==> src/rtl/pc_seq_ctrl_if.sv <==
// Fetch-side bundle of the PC sequencer: decode-stage branch operands in,
// fetch PC, event pulses and performance counters out.
interface pc_seq_ctrl_if #(
    parameter int unsigned CNT_W = 32
);
    logic             stall;
    logic             imem_ready;
    logic             br_valid;
    logic [2:0]       br_type;
    logic             cmp_eq;
    logic [31:0]      imm_ext;
    logic [25:0]      instr_index;
    logic [31:0]      rs_val;
    logic [31:0]      pc4_d;
    logic [31:0]      pc_f;
    logic [31:0]      pc4_f;
    logic             redirect;
    logic             pend_valid;
    logic             misalign_err;
    logic [CNT_W-1:0] br_cnt;
    logic [CNT_W-1:0] taken_cnt;

    modport master (
        output stall, imem_ready, br_valid, br_type, cmp_eq, imm_ext, instr_index, rs_val,
               pc4_d,
        input  pc_f, pc4_f, redirect, pend_valid, misalign_err, br_cnt, taken_cnt
    );

    modport slave (
        input  stall, imem_ready, br_valid, br_type, cmp_eq, imm_ext, instr_index, rs_val,
               pc4_d,
        output pc_f, pc4_f, redirect, pend_valid, misalign_err, br_cnt, taken_cnt
    );
endinterface

==> src/rtl/pc_seq_ctrl.sv <==
// Fetch-stage PC sequencer: sequential / branch / jump / jr redirect with delay slot,
// deferral of a taken target while imem stalls, and branch/taken counters.
module pc_seq_ctrl #(
    parameter logic [31:0] RESET_PC = 32'h0000_3000,
    parameter int unsigned CNT_W    = 32
) (
    input  logic            clk,
    input  logic            reset,
    pc_seq_ctrl_if.slave    bus
);

    typedef enum logic {StRun, StPend} state_e;

    state_e           state_q, state_d;
    logic [31:0]      pc_f_q, pc_f_d;
    logic [31:0]      pend_target_q, pend_target_d;
    logic             pend_valid_q, pend_valid_d;
    logic             redirect_q, redirect_d;
    logic             misalign_q, misalign_d;
    logic [CNT_W-1:0] br_cnt_q, br_cnt_d;
    logic [CNT_W-1:0] taken_cnt_q, taken_cnt_d;

    logic [31:0] target;
    logic [31:0] pc4_f;
    logic        cond;
    logic        legal;
    logic        is_jr;
    logic        advance;
    logic        taken;

    assign pc4_f = pc_f_q + 32'd4;

    always_comb begin
        target = pc4_d_plus_zero();
        cond   = 1'b0;
        legal  = 1'b0;
        is_jr  = 1'b0;
        unique case (bus.br_type)
            3'b001: begin
                target = bus.pc4_d + (bus.imm_ext << 2);
                cond   = bus.cmp_eq;
                legal  = 1'b1;
            end
            3'b010: begin
                target = bus.pc4_d + (bus.imm_ext << 2);
                cond   = !bus.cmp_eq;
                legal  = 1'b1;
            end
            3'b011: begin
                target = {bus.pc4_d[31:28], bus.instr_index, 2'b00};
                cond   = 1'b1;
                legal  = 1'b1;
            end
            3'b100: begin
                target = {bus.rs_val[31:2], 2'b00};
                cond   = 1'b1;
                legal  = 1'b1;
                is_jr  = 1'b1;
            end
            default: ;
        endcase
    end

    // D cannot advance while a redirect is pending, so br_valid is ignored there.
    assign advance = bus.br_valid && !bus.stall && (state_q == StRun);
    assign taken   = advance && cond;

    always_comb begin
        state_d       = state_q;
        pc_f_d        = pc_f_q;
        pend_target_d = pend_target_q;
        pend_valid_d  = pend_valid_q;
        redirect_d    = 1'b0;
        misalign_d    = taken && is_jr && (bus.rs_val[1:0] != 2'b00);
        br_cnt_d      = (advance && legal) ? br_cnt_q + CNT_W'(1) : br_cnt_q;
        taken_cnt_d   = taken ? taken_cnt_q + CNT_W'(1) : taken_cnt_q;

        if (!bus.stall) begin
            unique case (state_q)
                StRun: begin
                    if (bus.imem_ready) begin
                        pc_f_d     = taken ? target : pc4_f;
                        redirect_d = taken;
                    end else if (taken) begin
                        pend_target_d = target;
                        pend_valid_d  = 1'b1;
                        state_d       = StPend;
                    end
                end
                StPend: begin
                    if (bus.imem_ready) begin
                        pc_f_d       = pend_target_q;
                        redirect_d   = 1'b1;
                        pend_valid_d = 1'b0;
                        state_d      = StRun;
                    end
                end
                default: state_d = StRun;
            endcase
        end
    end

    always_ff @(posedge clk) begin
        if (reset) begin
            state_q       <= StRun;
            pc_f_q        <= RESET_PC;
            pend_target_q <= 32'h0;
            pend_valid_q  <= 1'b0;
            redirect_q    <= 1'b0;
            misalign_q    <= 1'b0;
            br_cnt_q      <= '0;
            taken_cnt_q   <= '0;
        end else begin
            state_q       <= state_d;
            pc_f_q        <= pc_f_d;
            pend_target_q <= pend_target_d;
            pend_valid_q  <= pend_valid_d;
            redirect_q    <= redirect_d;
            misalign_q    <= misalign_d;
            br_cnt_q      <= br_cnt_d;
            taken_cnt_q   <= taken_cnt_d;
        end
    end

    function automatic logic [31:0] pc4_d_plus_zero();
        return bus.pc4_d;
    endfunction

    assign bus.pc_f         = pc_f_q;
    assign bus.pc4_f        = pc4_f;
    assign bus.redirect     = redirect_q;
    assign bus.pend_valid   = pend_valid_q;
    assign bus.misalign_err = misalign_q;
    assign bus.br_cnt       = br_cnt_q;
    assign bus.taken_cnt    = taken_cnt_q;

endmodule
==> src/flat_wrapper.sv <==
// flat-port wrapper written by rule: the top's interface ports become plain ports
module pc_seq_ctrl_flat 
#(
    parameter logic [31:0] RESET_PC = 32'h0000_3000,
    parameter int unsigned CNT_W    = 32
)
  (clk, reset, bus_stall, bus_imem_ready, bus_br_valid, bus_br_type, bus_cmp_eq, bus_imm_ext, bus_instr_index, bus_rs_val, bus_pc4_d, bus_pc_f, bus_pc4_f, bus_redirect, bus_pend_valid, bus_misalign_err, bus_br_cnt, bus_taken_cnt);
  pc_seq_ctrl_if #(.CNT_W(CNT_W)) bus_i ();
  input  logic clk;
  input  logic reset;
  input wire logic [$bits(bus_i.stall)-1:0] bus_stall;
  input wire logic [$bits(bus_i.imem_ready)-1:0] bus_imem_ready;
  input wire logic [$bits(bus_i.br_valid)-1:0] bus_br_valid;
  input wire logic [$bits(bus_i.br_type)-1:0] bus_br_type;
  input wire logic [$bits(bus_i.cmp_eq)-1:0] bus_cmp_eq;
  input wire logic [$bits(bus_i.imm_ext)-1:0] bus_imm_ext;
  input wire logic [$bits(bus_i.instr_index)-1:0] bus_instr_index;
  input wire logic [$bits(bus_i.rs_val)-1:0] bus_rs_val;
  input wire logic [$bits(bus_i.pc4_d)-1:0] bus_pc4_d;
  output wire logic [$bits(bus_i.pc_f)-1:0] bus_pc_f;
  output wire logic [$bits(bus_i.pc4_f)-1:0] bus_pc4_f;
  output wire logic [$bits(bus_i.redirect)-1:0] bus_redirect;
  output wire logic [$bits(bus_i.pend_valid)-1:0] bus_pend_valid;
  output wire logic [$bits(bus_i.misalign_err)-1:0] bus_misalign_err;
  output wire logic [$bits(bus_i.br_cnt)-1:0] bus_br_cnt;
  output wire logic [$bits(bus_i.taken_cnt)-1:0] bus_taken_cnt;
  assign bus_i.stall = bus_stall;
  assign bus_i.imem_ready = bus_imem_ready;
  assign bus_i.br_valid = bus_br_valid;
  assign bus_i.br_type = bus_br_type;
  assign bus_i.cmp_eq = bus_cmp_eq;
  assign bus_i.imm_ext = bus_imm_ext;
  assign bus_i.instr_index = bus_instr_index;
  assign bus_i.rs_val = bus_rs_val;
  assign bus_i.pc4_d = bus_pc4_d;
  assign bus_pc_f = bus_i.pc_f;
  assign bus_pc4_f = bus_i.pc4_f;
  assign bus_redirect = bus_i.redirect;
  assign bus_pend_valid = bus_i.pend_valid;
  assign bus_misalign_err = bus_i.misalign_err;
  assign bus_br_cnt = bus_i.br_cnt;
  assign bus_taken_cnt = bus_i.taken_cnt;
  pc_seq_ctrl #(.RESET_PC(RESET_PC), .CNT_W(CNT_W)) u_core (.clk(clk), .reset(reset), .bus(bus_i));
endmodule
==> config.mk <==
export PLATFORM = sky130hd
export DESIGN_NAME = pc_seq_ctrl_flat
export DESIGN_NICKNAME = d
export VERILOG_FILES = /design/src/rtl/pc_seq_ctrl_if.sv /design/src/rtl/pc_seq_ctrl.sv /design/src/flat_wrapper.sv
export SDC_FILE = /design/constraint.sdc
export NUM_CORES = 1
export LEC_CHECK = 0
export BUFFER_PORTS_ARGS = -buffer_cell sky130_fd_sc_hd__buf_2
export CORE_ASPECT_RATIO = 1.25
export CORE_UTILIZATION = 53
export DETAILED_ROUTE_END_ITERATION = 8
export GPL_TIMING_DRIVEN = 0
export PLACE_DENSITY = 0.8
export SLEW_MARGIN = 10
export SYNTH_ARGS = -nofsm -noshare
export SYNTH_HDL_FRONTEND = slang
export SYNTH_SLANG_ARGS = --single-unit
==> constraint.sdc <==
create_clock -name clk -period 8.45 [get_ports clk]
set_clock_uncertainty 0.2 [all_clocks]
set_input_delay 1.69 -clock clk [delete_from_list [all_inputs] [get_ports clk]]
set_output_delay 1.69 -clock clk [all_outputs]
set_load 0.02 [all_outputs]
Word level (Yosys, flattened, before mapping). Cells that the tools add are included.

Register bits: 132.

Add/subtract/negate cells: 4. Equality and inequality tests: 8. Mux-type cells: 19. Bitwise logic cells: 3. Reductions and logical operators: 16.

Operators by type and width (number): $mux 32 (3); $pmux 32 s3 (1); $add 32x1->32 const B (2); $pmux 32 s2 (1); $add 32x3->32 const B (1); $add 32x32->32 (1); $mux 1 (10); $reduce_and 4->1 (2); $eq 3x2->1 const B (2); $logic_and 1x1->1 (6); $ne 2x2->1 const B (3); $pmux 1 s2 (3); $reduce_or 2->1 (3); $reduce_or 4->1 (1); $eq 3x1->1 const B (1); $eq 3x3->1 const B (1); $not 1->1 (3); $pmux 1 s3 (1); $reduce_and 3->1 (1); $logic_not 1->1 (2); $ne 2x1->1 const B (1); $reduce_bool 2->1 (1).

Logic depth before layout (Yosys ltp).
Depth in word-level cells: 7. Gate-level depth with buffers: 11.

Worst setup path before layout. OpenSTA, ideal clock, no wires.

Kind: input to register. Start point: in bus_pc4_d[14]. End point: reg u_core.pc_f_q[31] (netlist: u_core.bus.pc_f[31]). Arrival: 4.171 ns. Data required time: 8.124 ns. Path slack: 3.953 ns. Stages on the path: 11. Buffers on the path: 1. Path through: ha_1 clkbuf_1 a211oi_1 o21ai_0 or4_1 o2111ai_1 nand4_1 o31a_1 o311a_1 nor4_1 nor3_1.

Cells in the longest elaborated chain, start to end: 5.

Ends and longest elaborated chain: from (decl) (RTL line flat_wrapper.sv:19) `input wire logic [$bits(bus_i.pc4_d)-1:0] bus_pc4_d;`; $add 32x32->32 (RTL line pc_seq_ctrl.sv:40, pc_seq_ctrl.sv:45); $pmux 32 s3 (RTL line pc_seq_ctrl.sv:38) `unique case (bus.br_type)`; $mux 32 (RTL line pc_seq_ctrl.sv:82) `pc_f_d = taken ? target : pc4_f;`; $mux 32 (RTL line pc_seq_ctrl.sv:81) `if (bus.imem_ready) begin`; $pmux 32 s2 (RTL line pc_seq_ctrl.sv:79) `unique case (state_q)`; to (signal assigned) (RTL line pc_seq_ctrl.sv:115) `pc_f_q <= pc_f_d;`; to (decl) (RTL line pc_seq_ctrl.sv:15) `logic [31:0] pc_f_q, pc_f_d;`.

Every way passes these cells. The select of a mux whose other input is x is not followed. A chain may end at the register's enable or synchronous reset.

Worst setup path after layout.
Start point: reg u_core.pc_f_q[2] (netlist: u_core.bus.pc_f[2]). End point: out bus_pc4_f[31].

Cells in the longest elaborated chain, start to end: 1.

Ends and longest elaborated chain: $add 32x3->32 (RTL line pc_seq_ctrl.sv:31) `assign pc4_f = pc_f_q + 32'd4;`; to (decl) (RTL line flat_wrapper.sv:21) `output wire logic [$bits(bus_i.pc4_f)-1:0] bus_pc4_f;`.

Every way passes these cells.

==> results.cfg <==
[grt]
grt_max_degree = 17
gr-usage-all-layers = 0.363
antenna_found_initial = 0
grt_remaining_overflow = 0
grt_pass1_vias = 9509
grt_pass1_wl_um = 49800

[timing]
hold_viol_final = 0
fin_tns_setup_ps = 0
min_period_ps = 5300
worst_slew_pin_slew_ps = 1240
setup_viol = 0
slew_headroom = 0.170
max_freq_mhz = 189
finalCritPeriodShare = 0.628
rsz0062_at_grt = false
slew_violations = 0

[power]
total_leakage_power_nw = 4.88
max-vdd-ir-drop_uv = 104
power_w = 0.00181
power.switching_w = 0.000537
p_int_w = 0.00127
clock_power_share = 0.419
combPwrFrac = 0.219
p_per_area_nw_per_um2 = 162
seqPwrFrac = 0.362
swShare = 0.297

[setup_path]
cp-start-kind = register
crit_fanout = 6
critPathSlowestCell = nor3_1
cp-startpoint = u_core.bus.pc_f[2]
path_cells = nand2_1 -> or4_1 -> nor3_1 -> nand4_1 -> xnor2_1 -> buf_2
slowest_delay_ps = 860
end_kind = output port
required_ps = 6560
rr_startpoint = u_core.bus.pc_f[2]
path_class = register to output port
cp_data_arrival_time_ps = 3410

[yosys]
syn_avg_cell_area_um2 = 7.85
synth-async-reset-ratio = 0
ys_ff_latch = 132
synth_edf_count = 0
yosysTopAreaCellShare = 0.295
netlist_area_um2 = 8970
ys.warnings.count = 0
seq_area_frac_synth = 0.295
synth_ff_type = dfxtp_1
synth_fp_nets = 1309
synthTopCellsByArea = dfxtp_1 (29%), xor2_1 (6.3%), nor2_1 (5.4%), nand2_1 (4.8%), ha_1 (4.7%)
synth.distinct_cells = 72
synthCells = 1143
yosys.area.top_type = dfxtp_1

[layout]
fin_nets = 1587
ff_latch_area_um2 = 2640
multi_input_area_um2 = 5960
fillers = 1441
finalNonFillerCells = 1650
diodes = 0
finalInstanceArea_um2 = 11100
area_growth_pct = 24.2
drive_gt1_frac = 0.223

[clock_tree]
postCtsHoldBufs = 0
cts_resized = 0
clk_latency_ps = 420
clock-sinks = 132
clockBufferDepth = 2
cts_tree = done
cts_root_buf = clkbuf_16
cts_setup_buffers = 0
cts_buffers = 17
clk_pin_slew_ps = 60
htreeDepth = 4

[place]
place_congestion = 0.981
placed_cell_area_um2 = 10500
port_buffers = 259
dp_hpwl_um = 25000
dp.cells = 1618

[job]
maxCapViolCount = 0

[run_status]
status = completed

[die]
core_area_um2 = 16400
die_h_um = 147
pin_count = 262
die-width_um = 118
start_util = 0.547
die_area_um2 = 17500
rows = 52

[routing]
vias_per_cell = 6.20
drc = 0
post_drt_wl_per_cell_um = 19.7
drt_iter0_drc = 794
ant_nets = 0
firstDrtPassIters = 8
dr_total_vias = 10200
routed_wl_um = 32500

[worst_hold_path]
hold_class = register to register
min-delay-start = u_core.pend_target_q[22]
## layout make-up
class	count	share of cell area
multi-input cells	916	0.535
flip-flops and latches	132	0.237
repair buffers	259	0.116
clock buffers	23	0.0429
plain buffers	73	0.0256
well taps	216	0.0243
clock inverters	9	0.0113
inverters	22	0.00741
## logic make-up after synthesis
family                     share of synthesized area
xor gates and xnor gates                       0.108
and+or+nand+nor                                0.216
adders and majority gates                     0.0497
DFF                                            0.295
muxes                                         0.0314
buffers and inverters                         0.0410
AOI/OAI and AO/OA                              0.259
## cells in the mapped netlist (10+ instances only)
cell type,instances
o21ai_0,74
nand2_1,114
a221oi_1,32
nor2_1,129
ha_1,34
a22o_1,18
a21o_1,16
or3_1,10
nand4_1,18
nor3_1,17
a211oi_1,22
mux2i_1,18
xor2_1,65
dfxtp_1,132
a21oi_1,76
and3_1,26
clkbuf_1,65
xnor2_1,46
o22ai_1,10
nand3_1,44
inv_1,21
## cells in the final DEF (no fill, tap or decap), drive strengths merged, types with 16 or more instances in the layout
| master | instances |
|---|---|
| ha | 34 |
| nand2 | 115 |
| xor2 | 65 |
| clkbuf | 88 |
| a21oi | 76 |
| a22o | 18 |
| nor3 | 18 |
| buf | 267 |
| inv | 21 |
| nand4 | 19 |
| mux2i | 18 |
| nand3 | 44 |
| dfxtp | 132 |
| a211oi | 22 |
| nor2 | 129 |
| a221oi | 32 |
| a21o | 16 |
| xnor2 | 46 |
| o21ai | 75 |
| and3 | 26 |
## registers in the layout, indices dropped and copies added, names as in the netlist
name,flops
u_core.state_q,1
u_core.bus.redirect,1
u_core.bus.br_cnt,32
u_core.bus.pc_f,32
u_core.bus.taken_cnt,32
u_core.pend_target_q,32
u_core.bus.misalign_err,1
u_core.bus.pend_valid,1
## layer usage
metal,wire (um),part of all wire,GRT usage
met1,11900,0.37,0.415
met4,1740,0.054,0.219
met5,0,0,0
met2,15800,0.49,0.635
met3,3060,0.094,0.0575
## power by group through the flow
stage	registers (W)	logic (W)	clock network [W]
after floorplan	0.000674	0.000235	0
after CTS	0.000652	0.000386	0.000756
after detailed placement	0.000665	0.000384	0
final	0.000653	0.000396	0.000757
after global routing	0.000654	0.000423	0.000780
after global placement	0.000665	0.000382	0
## critical path, delay by kind of cell (launching register included)
family / cells / cell delay, ps
DFF: 1 / 490
xor gates and xnor gates: 1 / 360
buffers and inverters: 1 / 230
and+or+nand+nor: 4 / 1920
## through the flow
| step | hold WS (ps) | worst slack (ps) | util |
|---|---|---|---|
| 5_1_grt | 289 | 3110 | 0.680 |
| 4_1_cts | 257 | 3380 | 0.680 |
| 3_3_place_gp | 241 | 3100 | 0.643 |
| 3_5_place_dp | 249 | 3080 | 0.643 |
| 6_report | 256 | 3150 | 0.680 |
| 2_1_floorplan | 236 | 3950 | - |
## final timing paths
kind | to | slack [ps] | cells past startpoint
setup reg to reg | u_core.bus.pc_f[31] | 4790 | 9
setup / recovery | bus_pc4_f[31] | 3150 | 6
hold reg to reg | u_core.pend_target_q[22] | 260 | 2
hold / removal | u_core.pend_target_q[22] | 260 | 2
Power figures use the tool's default switching activity.
